`src/rtl/tick_sched_pkg.sv`:
```
// Shared defaults and helpers for the tick scheduler.
// Optional feature macro: TICK_SCHED_ONESHOT_EN (see tick_scheduler.sv).
package tick_sched_pkg;

    localparam int N_CH_DEF    = 4;
    localparam int PRE_DIV_DEF = 49;
    localparam int CNT_W_DEF   = 16;

    // Channel index width; a single channel still needs a 1-bit index port.
    function automatic int ch_w(input int n);
        return (n > 1) ? $clog2(n) : 1;
    endfunction

    // Flag portion of the per-channel record; the counter fields are
    // parameter-sized and are added alongside these in tick_scheduler.
    typedef struct packed {
        logic en;
        logic oneshot;
        logic clkout;
    } ch_flags_t;

endpackage

```
`src/rtl/tick_prescaler.sv`:
```
// Shared free-running timebase: base_tick is high for one cycle in every
// PRE_DIV+1 cycles of clk50.
module tick_prescaler #(
    parameter int PRE_DIV = 49
) (
    input  logic clk50,
    input  logic rst_n,
    output logic base_tick
);

    localparam int PW = (PRE_DIV > 0) ? $clog2(PRE_DIV + 1) : 1;

    logic [PW-1:0] pre_cnt;

    assign base_tick = (pre_cnt == PW'(PRE_DIV));

    always_ff @(posedge clk50 or negedge rst_n) begin
        if (!rst_n) begin
            pre_cnt <= '0;
        end else if (base_tick) begin
            pre_cnt <= '0;
        end else begin
            pre_cnt <= pre_cnt + PW'(1);
        end
    end

endmodule

```
`src/rtl/tick_scheduler.sv`:
```
// N_CH programmable slow-clock channels sharing one prescaler; each emits a
// tick pulse and a toggle clock. `define TICK_SCHED_ONESHOT_EN adds cfg_oneshot.
module tick_scheduler
    import tick_sched_pkg::*;
#(
    parameter  int N_CH    = N_CH_DEF,
    parameter  int PRE_DIV = PRE_DIV_DEF,
    parameter  int CNT_W   = CNT_W_DEF,
    localparam int CH_W    = ch_w(N_CH)
) (
    input  logic             clk50,
    input  logic             rst_n,
    input  logic             cfg_valid,
    output logic             cfg_ready,
    input  logic [CH_W-1:0]  cfg_ch,
    input  logic [CNT_W-1:0] cfg_period,
    input  logic             cfg_en,
`ifdef TICK_SCHED_ONESHOT_EN
    input  logic             cfg_oneshot,
`endif
    output logic [N_CH-1:0]  tick,
    output logic [N_CH-1:0]  clkout,
    output logic [N_CH-1:0]  active
);

    typedef struct packed {
        ch_flags_t        flags;
        logic [CNT_W-1:0] period;
        logic [CNT_W-1:0] cnt;
    } ch_state_t;

    logic base_tick;
    logic cfg_fire;
    logic os_in;

    tick_prescaler #(
        .PRE_DIV(PRE_DIV)
    ) u_prescaler (
        .clk50    (clk50),
        .rst_n    (rst_n),
        .base_tick(base_tick)
    );

    // Handshake: a write transfers on the rising edge where cfg_valid && cfg_ready.
    // Ready drops only during base_tick, so a write never races a count update.
    assign cfg_ready = ~base_tick;
    assign cfg_fire  = cfg_valid & cfg_ready;

`ifdef TICK_SCHED_ONESHOT_EN
    assign os_in = cfg_oneshot;
`else
    assign os_in = 1'b0;
`endif

    for (genvar k = 0; k < N_CH; k++) begin : g_ch
        ch_state_t st;
        logic      tick_q;
        logic      wr_hit;

        // Out-of-range channel indices match no channel and are dropped.
        assign wr_hit = cfg_fire && (cfg_ch == CH_W'(k));

        always_ff @(posedge clk50 or negedge rst_n) begin
            if (!rst_n) begin
                st     <= '0;
                tick_q <= 1'b0;
            end else begin
                tick_q <= 1'b0;
                if (wr_hit) begin
                    st.flags.en      <= cfg_en;
                    st.flags.oneshot <= os_in;
                    st.flags.clkout  <= 1'b0;
                    st.period        <= cfg_period;
                    st.cnt           <= '0;
                end else if (base_tick && st.flags.en) begin
                    if (st.cnt == st.period) begin
                        st.cnt          <= '0;
                        tick_q          <= 1'b1;
                        st.flags.clkout <= ~st.flags.clkout;
                        if (st.flags.oneshot) begin
                            st.flags.en <= 1'b0;
                        end
                    end else begin
                        st.cnt <= st.cnt + CNT_W'(1);
                    end
                end
            end
        end

        assign tick[k]   = tick_q;
        assign clkout[k] = st.flags.clkout;
        assign active[k] = st.flags.en;
    end

endmodule

```
`config.mk`:
```
export PLATFORM = sky130hd
export DESIGN_NAME = tick_scheduler
export DESIGN_NICKNAME = d
export VERILOG_FILES = /design/src/rtl/tick_sched_pkg.sv /design/src/rtl/tick_prescaler.sv /design/src/rtl/tick_scheduler.sv
export SDC_FILE = /design/constraint.sdc
export NUM_CORES = 1
export LEC_CHECK = 0
export ABC_AREA = 1
export CELL_PAD_IN_SITES_DETAIL_PLACEMENT = 0
export CELL_PAD_IN_SITES_GLOBAL_PLACEMENT = 1
export CORE_MARGIN = 3
export CORE_UTILIZATION = 45
export DETAILED_ROUTE_END_ITERATION = 8
export PLACE_DENSITY_LB_ADDON = 0.1
export SYNTH_ARGS = -nofsm -noshare
export SYNTH_HDL_FRONTEND = slang
export SYNTH_SLANG_ARGS = --single-unit
```
`constraint.sdc`:
```
create_clock -name clk50 -period 1.8 [get_ports clk50]
set_input_delay 0.27 -clock clk50 [delete_from_list [all_inputs] [get_ports clk50]]
set_output_delay 0.27 -clock clk50 [all_outputs]
set_load 0.01 [all_outputs]
```
==> reports/qor_table.md, run 1 <==
| Quantity | This run | Unit |
|---|---|---|
| Asr flop ratio synth | 1.00 | - |
| Area occupied by multi-input gates | 0.00385 | sq mm |
| Number of pins exceeding their max-slew limit in the final report | 0 | - |
| Std cell rows | 49 | - |
| Path depth of the worst reg2reg path | 11 | - |
| Register area share after synthesis | 0.439 | - |
| Failing checks | negative setup slack | - |
| Switching power total | 2.44 | mW |
| Clock H-tree levels | 4 | - |
| Post-synthesis cell type count | 32 | - |
| Starting Density | 0.460 | - |
| Clock tree from TritonCTS | done | - |
| Worst EP arrival | 1.57 | ns |
| Final net count | 1225 | - |
| Worst r2r src | u_prescaler.pre_cnt[1] | - |
| Class of the most critical hold timing path | in2async | - |
| Maximum buffer depth of the clock tree | 2 | - |
| Via count of the first global-routing pass | 6642 | - |
| Number of nets still failing antenna checks after routing | 0 | - |
| Total die area | 0.0202 | sq mm |
| Status | complete, but fails checks | - |
| Top-count cell post-synth | nand2_1 | - |
| Fraction of layout instances using a drive strength above 1 | 0.0942 | - |
| Final worst setup slack | -0.0361 | ns |
| Post-Synthesis Net Count | 1172 | - |
| Count of input and output buffers | 34 | - |
| Synth area leaders | dfrtp_1 (44%), nand2_1 (18%), inv_1 (6.5%) | - |
| Slew headroom | 0.698 | - |
| Cell area after placement | 0.00897 | sq mm |
| Period utilisation layout | 1.02 | - |
| Global-route wire length before repair | 34.6 | mm |
| Maximum achievable frequency | 0.545 | GHz |
| Via density | 4.83 | - |
| Worst setup timing slack at the placement stage | -0.0646 | ns |
| Count of flip-flops with a built-in enable after synthesis | 0 | - |
| Sequential share of power | 0.439 | - |
| Cell Pwr Density | 905 | mW/mm^2 |
| Register area | 0.00365 | sq mm |
| Placer congestion estimate | 0.830 | - |
| Num ports | 35 | - |
| Post-detailed-route wirelength per cell | 14.5 | um |
| Clock net sink count | 146 | - |
| Max Clock Skew | 0.00924 | ns |
| Leading cell types by count after synthesis | nand2_1 (408), dfrtp_1 (146), inv_1 (143) | - |
| Number of antenna violations at the first check in global routing | 0 | - |
| Total setup violations reported at the end of the flow | 1 | - |
| Pin count of the biggest net entering global routing | 43 | - |
| Number of maximum-capacitance violations | 0 | - |
| Clk pwr share | 0.412 | - |
| Pleak | 5.08 | nW |
| Post-Layout Cell Count | 1439 | - |
| Clock latency reported for the late side of the worst-skew pair | 0.43 | ns |
| Post-Layout Inst Area | 0.00974 | sq mm |
| Detailed placer's ending HPWL | 15.2 | mm |
| Post-synth top area cell | dfrtp_1 | - |
| Fraction of power consumed by combinational cells | 0.150 | - |
| Startpoint type of the worst setup path | register | - |
| Die W | 142 | um |
| Inserted Diodes | 0 | - |
| DRC violations left | 0 | - |
| Min Clock Period, post-route | 1.84 | ns |
| Cells after synthesis | 1144 | - |
| Power consumption | 8.81 | mW |
| Number of synthesized register bits | 146 | - |
| Type of element capturing the critical path | primary output | - |
| Switching portion of total power | 0.277 | - |
| Required time at the worst-slack endpoint | 1.53 | ns |
| Core footprint | 0.0181 | sq mm |
| Overall via count from detail_route | 6957 | - |
| Post-synthesis cell area | 0.00832 | sq mm |
| Routed wire length | 20.9 | mm |
| CTS clock-pin slew for the worst setup and hold paths | 0.06 | ns |
| Terminus of the critical flop-to-flop path | g_ch[3].st[4] | - |
| Unrepaired setup endpoints after global routing | true | - |
| Transition at the pin with the smallest max-transition slack | 0.453 | ns |
| Dominant register cell in the synthesized netlist | dfrtp_1 | - |
| Filler cell count | 1787 | - |
| R2r setup slk | 0.06 | ns |
| Number of DRC markers after the initial detailed-route iteration | 450 | - |
| TritonRoute pass-1 iters | 5 | - |
| CTS Root Cell | clkbuf_16 | - |
| Endpoints failing hold | 0 | - |
| Synth top area share | 0.439 | - |
| Classification of the worst setup path | reg2out | - |
| GRT Util Overall | 0.219 | - |
| Pint | 6.38 | mW |
| Number of instances in the placed design | 1399 | - |
| CTS buffer count | 17 | - |
| Die Span Y | 142 | um |
| Area overhead of the layout relative to synthesis | 17.1 | % |
| Count of warnings emitted by yosys | 0 | - |
| Peak supply drop | 640 | uV |
| Worst-path fanout max | 5 | - |
| Utilization of the core after routing | 0.538 | - |
| Global-route congestion overflow total | 0 | - |
| Mapped Avg Cell Area | 7.27 | sq um |
## routing by layer
metal | global-route usage | vias to the layer above | wire length (um) | share of wire
met5 | 0 | - | 0 | 0
met4 | 0.0525 | 0 | 320 | 0.015
met3 | 0.0427 | 21 | 563 | 0.027
met2 | 0.352 | 90 | 9770 | 0.47
met1 | 0.307 | 3205 | 10200 | 0.49
li1 | - | 3641 | - | -
## cell families after synthesis
logic type | share of synthesized area
AO/OA/AOI/OAI | 0.0604
XOR/XNOR | 0.0600
adder cells (fa/ha/maj) | 0.00902
buffers and inverters | 0.104
flip-flops | 0.439
AND/OR/NAND/NOR | 0.327
## area by class of cell
cell class / instances / area share
Sequential cell: 146 / 0.375
Clock buffer: 20 / 0.0459
Inverter: 152 / 0.0605
Multi-Input combinational cell: 805 / 0.395
Tap cell: 229 / 0.0294
Timing Repair Buffer: 75 / 0.0775
Clock inverter: 12 / 0.0162
## power groups by stage
| stage | logic, mW | clock network, mW | registers [mW] |
|---|---|---|---|
| 2_1_floorplan | 0.875 | 0 | 3.84 |
| 3_3_place_gp | 1.24 | 0 | 3.92 |
| 3_5_place_dp | 1.27 | 0 | 3.92 |
| 4_1_cts | 1.27 | 3.69 | 3.87 |
| 5_1_grt | 1.53 | 3.84 | 3.91 |
| 6_report | 1.32 | 3.63 | 3.87 |
## worst max-delay path: stages, from the launching register on
cell     delay [ns]
dfrtp_1        0.40
inv_1          0.06
ha_1           0.15
nand2_2        0.06
nor2_4         0.18
nand2_8        0.12
buf_2          0.18
## placed cells by master (no fill, tap or decap), types with 6 or more instances in the layout
| cell type | count |
|---|---|
| nand2_1 | 403 |
| dfrtp_1 | 145 |
| inv_1 | 143 |
| nor2_1 | 116 |
| o21ai_0 | 79 |
| xor2_1 | 55 |
| nand3_1 | 41 |
| nand4_1 | 41 |
| clkdlybuf4s50_1 | 32 |
| buf_4 | 29 |
| clkbuf_16 | 18 |
| o21ai_1 | 11 |
| nand2_2 | 9 |
| nor2_2 | 8 |
| nor3_1 | 8 |
| inv_2 | 6 |
| nand2_4 | 6 |
| ha_1 | 6 |
| buf_12 | 6 |
## per-stage QoR
step	hold slack (ns)	setup TNS [ns]
2_1_floorplan	-0.0256	0
3_3_place_gp	0.236	-0.169
3_5_place_dp	0.238	-0.486
4_1_cts	0.360	-0.0254
5_1_grt	0.365	-1.51
6_report	0.351	-0.0361
## timing repair
item / 4_1_cts / 5_1_grt
gates cloned: 0 / 2
resized for setup: 5 / 20
setup endpoints to repair: 8 / 51
hold buffers: 1 / 0
pin swaps: 0 / 2
endpoints found under the hold margin: 36 / 0
buffers inserted: 0 / 5
## registers in the layout (all words and copies together), names as in the netlist
register / flops
g_ch.st: 128
clkout: 4
active: 4
u_prescaler.pre_cnt: 6
g_ch.tick_q: 4
## how the worst max path moves through the flow
stage                                      start             end  depth (start not counted)
final                     u_prescaler.pre_cnt[1]       cfg_ready                          6
after global routing      u_prescaler.pre_cnt[1]       cfg_ready                          6
after CTS                 u_prescaler.pre_cnt[1]       cfg_ready                          6
after detailed placement               cfg_ch[1]   g_ch[3].st[7]                          6
after global placement                 cfg_ch[1]   g_ch[3].st[2]                          6
after floorplan           u_prescaler.pre_cnt[1]  g_ch[2].st[14]                         12
No activity file was read; power rests on OpenSTA's default activity.
==> inputs of run 2 (changes only) <==
--- a/config.mk
+++ b/config.mk
@@ -6,6 +6,7 @@
 export NUM_CORES = 1
 export LEC_CHECK = 0
 export ABC_AREA = 1
+export ABC_CLOCK_PERIOD_IN_PS = 1800
 export CELL_PAD_IN_SITES_DETAIL_PLACEMENT = 0
 export CELL_PAD_IN_SITES_GLOBAL_PLACEMENT = 1
 export CORE_MARGIN = 3
==> results of run 2 <==
Final layout, timing and power as in run 1 (identical DEF).
